<file path="src/rtl/palette_pkg.sv">
// Shared definitions for the palette lookup arbiter: default widths, requester IDs,
// round-robin state encoding and the backdrop mirror mask.
package palette_pkg;

    localparam int unsigned AW_DEF = 5;
    localparam int unsigned DW_DEF = 8;
    localparam int unsigned CW_DEF = 6;

    localparam int unsigned CNT_W   = 8;
    localparam logic [CNT_W-1:0] CNT_MAX = 8'hFF;

    // Sprite backdrop entries fold onto the background backdrop through this mask.
    localparam logic [7:0] MIRROR_MASK = 8'h0F;

    typedef enum logic {
        REQ_BG  = 1'b0,
        REQ_SPR = 1'b1
    } req_id_e;

    typedef enum logic {
        LAST_BG  = 1'b0,
        LAST_SPR = 1'b1
    } rr_state_e;

endpackage : palette_pkg

</file>
<file path="src/rtl/pal_rr_arb2.sv">
// Two-way round-robin arbiter between the background and sprite lookup requests.
// Grants are combinational; the state remembers who was granted last.
module pal_rr_arb2
    import palette_pkg::*;
(
    input  logic clk,
    input  logic rst,
    input  logic en_i,
    input  logic req_bg_i,
    input  logic req_spr_i,
    output logic gnt_bg_c,
    output logic gnt_spr_c
);

    rr_state_e state_q;
    logic      active;

    // No grants while disabled or while reset is held.
    assign active = en_i & ~rst;

    always_comb begin
        gnt_bg_c  = 1'b0;
        gnt_spr_c = 1'b0;
        if (active) begin
            if (req_bg_i && req_spr_i) begin
                gnt_bg_c  = (state_q == LAST_SPR);
                gnt_spr_c = (state_q == LAST_BG);
            end else begin
                gnt_bg_c  = req_bg_i;
                gnt_spr_c = req_spr_i;
            end
        end
    end

    always_ff @(posedge clk) begin
        if (rst) begin
            state_q <= LAST_SPR;
        end else if (gnt_bg_c) begin
            state_q <= LAST_BG;
        end else if (gnt_spr_c) begin
            state_q <= LAST_SPR;
        end
    end

endmodule : pal_rr_arb2

</file>
<file path="src/rtl/palette_arbiter.sv">
// Palette lookup arbiter: shares one clocked palette memory between background and
// sprite pipelines. Optional backdrop mirroring is enabled by defining PALETTE_MIRROR_EN.
module palette_arbiter
    import palette_pkg::*;
#(
    parameter int unsigned AW = AW_DEF,
    parameter int unsigned DW = DW_DEF,
    parameter int unsigned CW = CW_DEF
) (
    input  logic          clk,
    input  logic          rst,
    input  logic          render_en,
    input  logic          bg_req,
    input  logic [AW-1:0] bg_addr,
    output logic          bg_gnt,
    input  logic          spr_req,
    input  logic [AW-1:0] spr_addr,
    output logic          spr_gnt,
    output logic [AW-1:0] mem_addr,
    input  logic [DW-1:0] mem_dout,
    output logic          rsp_valid,
    output logic          rsp_id,
    output logic [CW-1:0] rsp_color,
    output logic [7:0]    conflict_cnt
);

    logic             gnt_bg_c;
    logic             gnt_spr_c;
    logic [AW-1:0]    addr_d;
    logic [AW-1:0]    addr_q;
    logic             rsp_valid_q;
    req_id_e          rsp_id_q;
    logic [CNT_W-1:0] cnt_q;
    logic             conflict;

    pal_rr_arb2 u_arb (
        .clk       (clk),
        .rst       (rst),
        .en_i      (render_en),
        .req_bg_i  (bg_req),
        .req_spr_i (spr_req),
        .gnt_bg_c  (gnt_bg_c),
        .gnt_spr_c (gnt_spr_c)
    );

    function automatic logic [AW-1:0] mirror_addr(input logic [AW-1:0] a);
`ifdef PALETTE_MIRROR_EN
        if (a[4] && (a[1:0] == 2'b00)) begin
            return a & AW'(MIRROR_MASK);
        end
`endif
        return a;
    endfunction

    // Memory address follows the granted request and otherwise holds its last value.
    always_comb begin
        addr_d = addr_q;
        if (rst) begin
            addr_d = '0;
        end else if (gnt_bg_c) begin
            addr_d = mirror_addr(bg_addr);
        end else if (gnt_spr_c) begin
            addr_d = mirror_addr(spr_addr);
        end
    end

    assign conflict = render_en & bg_req & spr_req;

    always_ff @(posedge clk) begin
        if (rst) begin
            addr_q      <= '0;
            rsp_valid_q <= 1'b0;
            rsp_id_q    <= REQ_BG;
            cnt_q       <= '0;
        end else begin
            addr_q      <= addr_d;
            rsp_valid_q <= gnt_bg_c | gnt_spr_c;
            rsp_id_q    <= gnt_spr_c ? REQ_SPR : REQ_BG;
            if (conflict && (cnt_q != CNT_MAX)) begin
                cnt_q <= cnt_q + CNT_W'(1);
            end
        end
    end

    // Reset masks the visible state immediately, dropping any response in flight.
    assign bg_gnt       = gnt_bg_c;
    assign spr_gnt      = gnt_spr_c;
    assign mem_addr     = addr_d;
    assign rsp_valid    = rsp_valid_q & ~rst;
    assign rsp_id       = rst ? 1'b0 : 1'(rsp_id_q);
    assign rsp_color    = mem_dout[CW-1:0];
    assign conflict_cnt = rst ? 8'h00 : cnt_q;

    generate
        if (CW < DW) begin : g_dout_hi
            logic unused_dout_hi;
            assign unused_dout_hi = ^mem_dout[DW-1:CW];
        end
    endgenerate

endmodule : palette_arbiter

</file>
<file path="config.mk">
export PLATFORM = sky130hd
export DESIGN_NAME = palette_arbiter
export DESIGN_NICKNAME = d
export VERILOG_FILES = /design/src/rtl/palette_pkg.sv /design/src/rtl/pal_rr_arb2.sv /design/src/rtl/palette_arbiter.sv
export SDC_FILE = /design/constraint.sdc
export NUM_CORES = 1
export LEC_CHECK = 0
export CORE_ASPECT_RATIO = 0.7
export CORE_UTILIZATION = 38
export CTS_CLUSTER_SIZE = 10
export DETAILED_ROUTE_END_ITERATION = 16
export PLACE_DENSITY = 0.88
export SLEW_MARGIN = 20
export SYNTH_ARGS = -nofsm -noshare
export SYNTH_HDL_FRONTEND = slang
export SYNTH_SLANG_ARGS = --single-unit
</file>
<file path="constraint.sdc">
create_clock -name clk -period 2.3 [get_ports clk]
set_input_delay 0.46 -clock clk [delete_from_list [all_inputs] [get_ports clk]]
set_output_delay 0.46 -clock clk [all_outputs]
set_load 0.01 [all_outputs]
</file>
==> results <==
-- registers in the layout, indices dropped and copies added, names as in the netlist --
| name | cells |
|---|---|
| rsp_id_q | 1 |
| cnt_q | 8 |
| u_arb.state_q | 1 |
| addr_q | 5 |
| rsp_valid_q | 1 |
-- area by class of cell --
type	instances	share of cell area, %
Multi-Input combinational cell	68	37.7
Timing Repair Buffer	50	32.8
Sequential cell	16	24.0
Tap cell	32	2.99
Clock buffer	3	1.68
Inverter	3	0.840
-- timing repair --
action | in CTS | in global routing
resized for setup | 23 | 5
pin swaps | 4 | 0
endpoints found under the setup margin | 17 | 4
setup buffers | 2 | 0
-- cells by family after synthesis --
logic type                 Yosys count
DFF                                 16
and+or+nand+nor                     36
AOI/OAI and AO/OA                   21
buffers and inverters               13
adders and majority gates            1
xor gates and xnor gates             3
muxes                                7
-- critical path, stage by stage --
cell and delay (ns):
dlygate4sd2_1 0.30, a211oi_4 0.25, buf_6 0.16, mux2i_2 0.25
a211oi_1 0.11, dlygate4sd2_1 0.29
-- metrics by stage --
step           util [%]  setup WS, ns
2_1_floorplan         -         0.342
3_5_place_dp       59.6        -0.601
4_1_cts            61.8        0.0233
3_3_place_gp       59.6        -0.559
5_1_grt            62.2       -0.0218
6_report           62.2        0.0206
-- worst max-delay path by stage --
| stage | from | endpoint | slack [ns] | cells past startpoint |
|---|---|---|---|---|
| 2_1_floorplan | spr_req | mem_addr[0] | 0.34 | 4 |
| 3_3_place_gp | bg_req | mem_addr[4] | -0.56 | 5 |
| 3_5_place_dp | render_en | mem_addr[3] | -0.60 | 7 |
| 4_1_cts | spr_req | mem_addr[3] | 0.02 | 5 |
| 5_1_grt | rst | mem_addr[0] | -0.02 | 6 |
| 6_report | rst | mem_addr[4] | 0.02 | 6 |
-- routing by layer --
layer,share of wire (%),up-vias,wire length [um]
met5,0,-,0
met4,3.2,0,67
met3,5.9,10,124
met2,47,28,978
met1,44,386,922
li1,-,430,-
-- cell usage after synthesis, drive strengths merged --
library cell	count	area share, %
mux2	1	1.3
and2b	1	1.0
o31ai	1	0.87
nor4b	1	1.0
a21o	1	0.87
clkbuf	4	1.7
xnor2	2	2.0
and4	1	1.0
nor2b	9	6.5
and3	2	1.6
or2	1	0.72
nor2	11	4.8
nand2	4	2.0
ha	1	1.4
xor2	1	1.0
o21ai	2	1.2
o41ai	1	1.0
inv	3	1.3
or4	2	1.9
a21oi	1	0.58
a211oi	13	13
buf	6	5.2
a211o	2	2.0
mux2i	6	6.9
dfxtp	16	37
nand3	4	2.3
-- power groups by stage --
stage          clock (mW)  combinational (mW)  sequential, mW
2_1_floorplan           0              0.0539           0.298
3_3_place_gp            0               0.106           0.299
3_5_place_dp            0               0.109           0.299
4_1_cts             0.155               0.110           0.293
5_1_grt             0.162               0.120           0.295
6_report            0.149               0.112           0.294
==> out/metrics.cfg <==
[status]
status = completed

[logic_synthesis]
synthMuxAreaShare_pct = 8.24
synth_cell_types = 30
syn_area_per_cell_um2 = 8.93
synth_top_family_by_area = simple AND/OR/NAND/NOR gates
syn_area_um2 = 866
ys_seq_area_share_pct = 37.0
yosys_register_bits = 16
syn-num-nets = 121
synth_xor_area_share_pct = 3.03
synth_compound_area_share_pct = 19.2
synthSimpleGateAreaFrac_pct = 22.8
synth_warnings = 0
synth_cells = 97
yosys.area_share.adder_pct = 1.45

[floorplanning]
start_util_pct = 40.2
dieHeight_um = 41.9
rows = 14
coreArea_um2 = 2150
die-area_um2 = 2480
io_pins = 46
die_x_um = 59.1

[route]
drc = 0
antenna_left = 0
dr.pass1.iters = 3
drtIter0Drc = 16
wl_per_cell_um = 12.2
vias_per_cell = 4.97
num_vias = 854
finalWirelength_um = 2090

[power]
power.net_switching_mw = 0.142
clkPwrFrac_pct = 26.8
p_sw_share_pct = 25.7
leakagePower_nw = 0.551
power.share.sequential_pct = 53.0
vdd_drop_max_v = 0.000312
finalPower_mw = 0.554
combPwrFrac_pct = 20.2
cellPowerDensity_nw_per_um2 = 413
internal-power_mw = 0.412

[place]
hpwl_um = 1580
port_buffers = 31
placed_cell_area_um2 = 1280
place_inst = 167
place_congestion = 0.769

[layout]
fillers = 191
final_common_cell = clkdlybuf4s50_1
diodes = 0
fin_area_um2 = 1340
layout-drive-gt1-share_pct = 27.9
layout_common_cells = 20 x clkdlybuf4s50_1, 18 x buf_4, 15 x dfxtp_1
synthToLayoutAreaGrowth_pct = 54.8
multiInputGateArea_um2 = 505
nNetsFinal = 166
regArea_um2 = 322
stdcell_count = 172

[sta]
skew_ns = 0.00218
max_freq_mhz = 439
hold_viol = 0
rsz0062_at_grt = yes
relSlewSlack_pct = 78.4
slew_viol_final = 0
period_minus_slack_ns = 2.28
fin_hold_ws_ns = 0.501
max_slew.worst_pin.slew_ns = 0.320
setup-tns-final_ns = 0
finalSetupViolations = 0
finalCritPeriodShare_pct = 99.1

[grt]
grt_use_met2_pct = 32.7
grt-busiest-layer = met2
grtUsageTotal_pct = 19.8
grt_max_degree = 19
use_met1_pct = 21.7
grt_pass1_wl_um = 3580
antenna_found_initial = 0
grt_overflow = 0
grt_pass1_vias = 854
grt_util_met3_pct = 6.85

[clock_tree]
cts_buffer_depth = 2
clk_pin_slew_ns = 0.09
cts-root-buf = clkbuf_4
numCtsBuffers = 3
cts.sink_count = 16
cts_tree = yes
hold_buffers = 0
clock_latency_ns = 0.29
htreeDepth = 1

[critical_path]
end_kind = output pin
worstSetupPathType = in2out
crit_fanout = 6
worstPathArrival_ns = 1.82
r2r-start = cnt_q[0]$_SDFFE_PP0P_
reg2regPathDepth = 5
reg2reg_setup_slack_ns = 0.57
cp.required_ns = 1.84
startpoint_type = input pin
r2r-end = cnt_q[5]$_SDFFE_PP0P_

[min_path]
min_path_cells = 2
hold_path_class = reg2reg
min_from = cnt_q[6]$_SDFFE_PP0P_
min_to = cnt_q[6]$_SDFFE_PP0P_

[job]
max_cap_viol_count = 0

Note: power is estimated with default switching activity, not from simulation.
